`config.mk`:
```
export PLATFORM = sky130hd
export DESIGN_NAME = riscv_xc_init_seq
export DESIGN_NICKNAME = d
export VERILOG_FILES = /design/src/rtl/riscv_xc_pkg.sv /design/src/rtl/riscv_xc_wport_mux.sv /design/src/rtl/riscv_xc_init_seq.sv
export SDC_FILE = /design/constraint.sdc
export NUM_CORES = 1
export LEC_CHECK = 0
export ABC_AREA = 1
export CAP_MARGIN = 20
export CORE_AREA = 3 3 68 70
export DETAILED_ROUTE_END_ITERATION = 16
export DIE_AREA = 0 0 71 73
export GPL_TIMING_DRIVEN = 0
export PLACE_DENSITY = 0.77
export SYNTH_ARGS = -nofsm -noshare
export SYNTH_HDL_FRONTEND = slang
export SYNTH_SLANG_ARGS = --single-unit
```
`constraint.sdc`:
```
create_clock -name clk -period 1.65 [get_ports clk]
set_clock_uncertainty 0.2 [all_clocks]
set_input_delay 0.33 -clock clk [delete_from_list [all_inputs] [get_ports clk]]
set_output_delay 0.33 -clock clk [all_outputs]
set_load 0.05 [all_outputs]
```
`src/rtl/riscv_xc_pkg.sv`:
```
// Shared types and constants for the XCrypto xc.init sequencer.
package riscv_xc_pkg;

   typedef enum logic [1:0] {
      IDLE   = 2'd0,
      CLEAR  = 2'd1,
      VERIFY = 2'd2,
      DONE   = 2'd3
   } xc_init_state_e;

   localparam int         NUM_XC_WORDS = 16;
   localparam logic [6:0] XC_BASE      = 7'h40;

   function automatic int xc_idx_w(input int n);
      return (n > 1) ? $clog2(n) : 1;
   endfunction

   localparam int XC_IDX_W = xc_idx_w(NUM_XC_WORDS);

endpackage

```
`src/rtl/riscv_xc_wport_mux.sv`:
```
// Register-file write port B arbiter: writeback always wins, the sequencer gets idle cycles.
module riscv_xc_wport_mux #(
   parameter int ADDR_WIDTH = 7,
   parameter int DATA_WIDTH = 32
) (
   input  logic                  seq_active_i,
   input  logic [ADDR_WIDTH-1:0] seq_waddr_i,
   input  logic [ADDR_WIDTH-1:0] wb_waddr_i,
   input  logic [DATA_WIDTH-1:0] wb_wdata_i,
   input  logic                  wb_we_i,
   output logic [ADDR_WIDTH-1:0] waddr_o,
   output logic [DATA_WIDTH-1:0] wdata_o,
   output logic                  we_o,
   output logic                  grant_seq_o
);

   assign grant_seq_o = seq_active_i & ~wb_we_i;
   assign we_o        = wb_we_i | grant_seq_o;
   assign waddr_o     = grant_seq_o ? seq_waddr_i : wb_waddr_i;
   assign wdata_o     = grant_seq_o ? '0 : wb_wdata_i;

endmodule

```
`src/rtl/riscv_xc_init_seq.sv`:
```
// xc.init sequencer: stalls the pipeline and zeroes the XC register bank through write port B.
// Define RISCV_XC_INIT_VERIFY_EN to add a read-back verify pass on read port C.
module riscv_xc_init_seq
   import riscv_xc_pkg::*;
#(
   parameter int ADDR_WIDTH   = 7,
   parameter int DATA_WIDTH   = 32,
   parameter int NUM_XC_WORDS = 16
) (
   input  logic                  clk,
   input  logic                  rst,
   input  logic                  init_req_i,
   output logic                  init_ack_o,
   output logic                  init_busy_o,
   output logic                  stall_o,
   input  logic [ADDR_WIDTH-1:0] wb_waddr_i,
   input  logic [DATA_WIDTH-1:0] wb_wdata_i,
   input  logic                  wb_we_i,
   output logic [ADDR_WIDTH-1:0] waddr_o,
   output logic [DATA_WIDTH-1:0] wdata_o,
   output logic                  we_o,
   output logic [ADDR_WIDTH-1:0] raddr_o,
   input  logic [DATA_WIDTH-1:0] rdata_i,
   output logic                  init_err_o,
   output xc_init_state_e        dbg_state_o
);

   localparam int                    IDX_W    = xc_idx_w(NUM_XC_WORDS);
   localparam logic [IDX_W-1:0]      IDX_LAST = IDX_W'(NUM_XC_WORDS - 1);
   localparam logic [ADDR_WIDTH-1:0] SEQ_BASE = {1'b1, {(ADDR_WIDTH-1){1'b0}}};
`ifdef RISCV_XC_INIT_VERIFY_EN
   localparam xc_init_state_e        CLEAR_NEXT = VERIFY;
`else
   localparam xc_init_state_e        CLEAR_NEXT = DONE;
`endif

   xc_init_state_e          state_q;
   logic [IDX_W-1:0]        idx_q;
   logic [ADDR_WIDTH-1:0]   seq_addr;
   logic                    grant_seq;
   logic                    xc_hit;

   assign seq_addr = SEQ_BASE + ADDR_WIDTH'(idx_q);

   // A writeback landing in the XC bank mid-sequence invalidates everything cleared so far.
   assign xc_hit = wb_we_i & wb_waddr_i[ADDR_WIDTH-1] & ((state_q == CLEAR) | (state_q == VERIFY));

   riscv_xc_wport_mux #(
      .ADDR_WIDTH (ADDR_WIDTH),
      .DATA_WIDTH (DATA_WIDTH)
   ) u_wport_mux (
      .seq_active_i (state_q == CLEAR),
      .seq_waddr_i  (seq_addr),
      .wb_waddr_i   (wb_waddr_i),
      .wb_wdata_i   (wb_wdata_i),
      .wb_we_i      (wb_we_i),
      .waddr_o      (waddr_o),
      .wdata_o      (wdata_o),
      .we_o         (we_o),
      .grant_seq_o  (grant_seq)
   );

   always_ff @(posedge clk or posedge rst) begin
      if (rst) begin
         state_q <= IDLE;
         idx_q   <= '0;
      end else begin
         case (state_q)
            IDLE: begin
               if (init_req_i) begin
                  state_q <= CLEAR;
                  idx_q   <= '0;
               end
            end
            CLEAR: begin
               if (xc_hit) begin
                  idx_q <= '0;
               end else if (grant_seq) begin
                  if (idx_q == IDX_LAST) begin
                     idx_q   <= '0;
                     state_q <= CLEAR_NEXT;
                  end else begin
                     idx_q <= idx_q + IDX_W'(1);
                  end
               end
            end
            VERIFY: begin
               if (xc_hit) begin
                  idx_q   <= '0;
                  state_q <= CLEAR;
               end else if (idx_q == IDX_LAST) begin
                  idx_q   <= '0;
                  state_q <= DONE;
               end else begin
                  idx_q <= idx_q + IDX_W'(1);
               end
            end
            DONE:    state_q <= IDLE;
            default: state_q <= IDLE;
         endcase
      end
   end

`ifdef RISCV_XC_INIT_VERIFY_EN
   logic err_q;

   // Sticky until the next accepted request.
   always_ff @(posedge clk or posedge rst) begin
      if (rst) begin
         err_q <= 1'b0;
      end else if ((state_q == IDLE) && init_req_i) begin
         err_q <= 1'b0;
      end else if ((state_q == VERIFY) && (rdata_i != '0)) begin
         err_q <= 1'b1;
      end
   end

   assign raddr_o    = (state_q == VERIFY) ? seq_addr : '0;
   assign init_err_o = err_q;
`else
   logic unused_rdata;
   assign unused_rdata = ^rdata_i;
   assign raddr_o      = '0;
   assign init_err_o   = 1'b0;
`endif

   assign init_ack_o  = (state_q == DONE);
   assign init_busy_o = (state_q != IDLE);
   assign stall_o     = (state_q != IDLE) | init_req_i;
   assign dbg_state_o = state_q;

endmodule

```
; Yosys cells after proc, flatten, opt, wreduce, memory -nomap -nowiden
; Cells that the tools add are included.
[totals]
reg_bits = 6
latchBits = 0
ram_bits = 0
mem_bits_ro = 0
in_bits = 75
output_inout_bits = 53
wordCells = 38
mem_count = 0
[classes]
add_sub_neg = 2
multipliers = 0
div = 0
magnitude_cmp = 0
eq_ne = 8
shift = 0
n_mux = 14
bitwise = 7
reduce_logical = 5
[op_table]
columns = operator, n
row1 = $mux 32, 1
row2 = $mux 4, 5
row3 = $pmux 4 s3, 1
row4 = $mux 2, 5
row5 = $pmux 2 s4, 1
row6 = $add 7x4->7 const A, 1
row7 = $mux 7, 1
row8 = $ne 2x2->1 const B, 3
row9 = $reduce_and 3->1, 2
row10 = $add 4x1->4 const B, 1
row11 = $eq 2x2->1 const B, 2
row12 = $eq 4x4->1 const B, 1
row13 = $and 1x1->1, 3
row14 = $ne 3x3->1 const B, 1
row15 = $or 1x1->1, 3
row16 = $reduce_bool 3->1, 1
row17 = $eq 2x1->1 const B, 1
row18 = $logic_not 2->1, 1
row19 = $reduce_bool 2->1, 1
row20 = $not 1->1, 1

; Longest topological paths before layout
[logic_depth]
depth_word = 5
ltp_mapped = 9
ltp_nobuf = 9

; By module
; From an unflattened synthesis, not the netlist that was laid out.
[unflattened]
cells_unflattened = 175
hier_area_um2 = 1024.7
[by_module_without_submodules]
columns = module, instances, cells_each, area_per_inst_um2, seq_area_each_um2
row1 = riscv_xc_init_seq, 1, 82, 581.8, 150.1
row2 = riscv_xc_wport_mux, 1, 93, 442.9, 0.0

; Least setup slack after synthesis
; Ideal clock, no wire load.
[synth_path]
kind = reg-to-output
start = reg state_q[1] (netlist: dbg_state_o[1])
end = out waddr_o[0]
t_arrival_ps = 2328
required_ps = 1120
path_slack_ps = -1208
path_stages_with_launch = 7
n_path_buf = 0
cell_sequence = dfrtp_1 > inv_1 > ha_1 > inv_2 > nor2_2 > inv_1 > o21ai_0
[synth_between]
elab_chain_len = 3
[synth_rtl]
columns = item, line
row1 = from (decl), riscv_xc_init_seq.sv:37  ; xc_init_state_e state_q;
row2 = from (signal assigned), riscv_xc_init_seq.sv:65  ; state_q <= IDLE;
row3 = from (signal assigned), riscv_xc_init_seq.sv:71  ; state_q <= CLEAR;
row4 = from (signal assigned), riscv_xc_init_seq.sv:81  ; state_q <= CLEAR_NEXT;
row5 = $eq 2x1->1, riscv_xc_init_seq.sv:52  ; .seq_active_i (state_q == CLEAR),
row6 = $and 1x1->1, riscv_xc_wport_mux.sv:17  ; assign grant_seq_o = seq_active_i & ~wb_we_i;
row7 = $mux 7, riscv_xc_wport_mux.sv:19  ; assign waddr_o = grant_seq_o ? seq_waddr_i : wb_waddr_i;
row8 = to (decl), riscv_xc_init_seq.sv:19  ; output logic [ADDR_WIDTH-1:0] waddr_o,
; Every way passes these cells.

; Worst setup path after layout
[layout_path]
start = reg state_q[0] (netlist: dbg_state_o[0])
end = out waddr_o[6]
; The elaborated chain is that of the path after synthesis.

==> insert_results.sql <==
INSERT INTO impl_metrics (metric_group, metric, value, unit) VALUES
('pwr', 'total_power', '3.09', 'mW'),
('routing', 'detail_route.drc_violations', '0', ''),
('yosys', 'yosys.area_share.simple', '0.386', ''),
('yosys', 'syn-mean-instance-area', '5.43', 'um^2'),
('placed_design', 'port-buffer-count', '87', ''),
('worst_setup_path', 'startpoint_type', 'flop', ''),
('global_routing', 'globalRouteOverflowTotal', '0', ''),
('yosys', 'synth_area_leader_cell', 'inv_1', ''),
('clocking', 'htreeDepth', '1', ''),
('timing', 'max_freq', '480', 'MHz'),
('pwr', 'leakagePower', '1.31', 'nW'),
('timing', 'grt_setup_unrepaired', 'true', ''),
('clocking', 'clk_pin_slew_worst_paths', '0.05', 'ns'),
('worst_setup_path', 'crit_path_top_delay_cell', 'dfrtp_2', ''),
('routing', 'wl_per_cell', '11.3', 'um'),
('worst_setup_path', 'cp.arrival', '1.55', 'ns'),
('yosys', 'count_of_state_elements_after_synthesis', '6', ''),
('yosys', 'synth.lib_cells_used.distinct', '17', ''),
('floorplanning', 'placement_rows', '23', ''),
('timing', 'slew_viol_final', '0', ''),
('yosys', 'yosys.area_share.adder', '0.0847', ''),
('timing', 'worst_case_setup_margin_in_the_final_layout', '-0.434', 'ns'),
('floorplanning', 'die-height', '73', 'um'),
('routing', 'drtAntennaViolNets', '0', ''),
('timing', 'setup_tns', '-16.54', 'ns'),
('yosys', 'xor_xnor_portion_of_the_synthesized_cell_area', '0', ''),
('clocking', 'tritoncts', 'yes', ''),
('worst_setup_path', 'worst_setup_path_end_kind', 'primary output', ''),
('placed_design', 'place.gp.congestion', '0.738', ''),
('cells_and_area', 'fill_cells', '326', ''),
('pwr', 'max-vdd-ir-drop', '0.785', 'mV'),
('yosys', 'synth-compound-area-share', '0.0339', ''),
('cells_and_area', 'register_area', '153', 'um^2'),
('yosys', 'largest_family_of_logic_cells_by_synthesized_area', 'simple AND/OR/NAND/NOR gates', ''),
('routing', 'via_per_inst', '4.00', ''),
('clocking', 'cts-root-buf', 'clkbuf_8', ''),
('routing', 'drtIter0Drc', '24', ''),
('yosys', 'synth_area_leaders', 'inv_1 20%, dfrtp_1 17%, nor2_1 17%', ''),
('job', 'cap_viol_max_count', '0', ''),
('yosys', 'synthCells', '163', ''),
('outcome', 'run_status', 'complete, but fails checks', ''),
('yosys', 'syn-cell-area', '886', 'um^2'),
('yosys', 'synthMuxAreaShare', '0', ''),
('floorplanning', 'core_region_area', '4030', 'um^2'),
('floorplanning', 'die_area', '5180', 'um^2'),
('yosys', 'yosysTopAreaCellShare', '0.199', ''),
('clocking', 'clock_path_buffers', '2', ''),
('routing', 'wl', '3720', 'um'),
('clocking', 'post_cts_hold_buffer_count', '0', ''),
('placed_design', 'post-place-cells', '307', ''),
('cells_and_area', 'diodes', '0', ''),
('cells_and_area', 'final_layout_size_suffix_gt1_frac', '0.523', ''),
('cells_and_area', 'nNetsFinal', '361', ''),
('yosys', 'synth-warning-count', '0', ''),
('floorplanning', 'initial_utilization', '0.220', ''),
('timing', 'setup_violations', '49', ''),
('timing', 'post-route-min-period', '2.08', 'ns'),
('timing', 'timing.final.crit_share', '1.26', ''),
('outcome', 'violated_checks', 'negative setup slack', ''),
('worst_setup_path', 'cp_max_fo', '5', ''),
('worst_setup_path', 'cpPeakStageDelay', '0.42', 'ns'),
('placed_design', 'place_hpwl', '2830', 'um'),
('clocking', 'clock_sinks', '6', ''),
('global_routing', 'global_route_wire_length_before_repair', '5600', 'um'),
('global_routing', 'grt_pass1_vias', '1183', ''),
('yosys', 'ys_seq_area_frac', '0.169', ''),
('clocking', 'cts_inserted_buffers', '3', ''),
('pwr', 'power-per-cell-area', '1200', 'nW/um^2'),
('routing', 'drt_first_pass_iters', '4', ''),
('worst_hold_path', 'hold_class', 'primary input to asynchronous set/reset pin', ''),
('worst_setup_path', 'required', '1.12', 'ns');
[synthesized netlist by cell type]
| library cell | n |
|---|---|
| a21oi_1 | 2 |
| buf_4 | 8 |
| buf_6 | 4 |
| conb_1 | 1 |
| dfrtp_1 | 6 |
| ha_1 | 6 |
| inv_1 | 47 |
| inv_2 | 1 |
| nand2_1 | 29 |
| nand3_1 | 8 |
| nand4_1 | 2 |
| nor2_1 | 40 |
| nor2_2 | 1 |
| nor3_1 | 1 |
| o21ai_0 | 2 |
| o21ai_1 | 2 |
| or2_2 | 3 |
[timing repair]
item,4_1_cts,5_1_grt
buffers inserted,16,2
resized for setup,332,20
pin swaps,6,9
gates cloned,3,1
setup endpoints to repair,47,50
[state kept, by name, summed over array words and instances (netlist names)]
| register | count |
|---|---|
| idx_q | 4 |
| dbg_state_o | 2 |
[path summary, 6_finish.rpt]
check	to	from	cells past startpoint	slack, ns
max	waddr_o[6]	dbg_state_o[0]$_DFFE_PP0P_	6	-0.43
min	idx_q[2]$_DFFE_PP0P_	rst	2	0.1
max reg2reg	idx_q[0]$_DFFE_PP0P_	dbg_state_o[0]$_DFFE_PP0P_	11	-0.16
min reg2reg	idx_q[3]$_DFFE_PP0P_	idx_q[3]$_DFFE_PP0P_	2	0.35
max in group asynchronous	idx_q[0]$_DFFE_PP0P_	rst	2	0.95
min in group clk	idx_q[3]$_DFFE_PP0P_	idx_q[3]$_DFFE_PP0P_	2	0.35
[layout by cell type (no fill, tap or decap), drive strengths merged]
cell type and n:
nand2 29, nand4 2, buf 74, o21ai 4
ha 6, nor3 1, dfrtp 6, inv 47
a21oi 2, nor2 41, clkinvlp 1, clkdlybuf4s50 41
or2 3, dlygate4sd2 1, conb 8, nand3 8
clkbuf 5
[worst max-delay path: cells and delay by family (launching register included)]
kind	cells	cell delay, ns
buffers and inverters	3	0.39
adder cells (fa/ha/maj)	1	0.18
AND/OR/NAND/NOR	2	0.33
flip-flops	1	0.42
[layer usage]
layer | GRT usage | routed length [um]
met4 | 0.0376 | 35
met1 | 0.159 | 1470
met2 | 0.246 | 1950
met3 | 0.0262 | 262
met5 | 0 | 0
[through the flow]
stage	cell area [um^2]	utilization
global placement	2180	0.542
CTS	2540	0.630
global route	2560	0.636
detailed placement	2180	0.542
floorplan	1250	-
finish	2560	0.636
[cell families (layout without fill, tap and decap cells)]
logic type      count (synthesis)  in the layout
other cells                     1              8
compound gates                  6              6
simple gates                   84             84
buf+inv                        60            169
flops                           6              6
fa+ha+maj                       6              6
[power breakdown]
group	leakage, nW	switching [mW]	total [mW]	internal, mW
clock	0.0228	0.0754	0.243	0.167
combinational	1.21	1.52	2.60	1.08
sequential	0.0752	0.0561	0.245	0.189
total	1.31	1.65	3.09	1.43
[layout make-up]
class,count,area share
timing repair buffer,107,0.444
clock buffer,4,0.0176
sequential,6,0.0596
inverter,48,0.0757
multi-input combinational,104,0.340
buffer,10,0.0391
tap,50,0.0244
(Power assumes the default switching activity.)
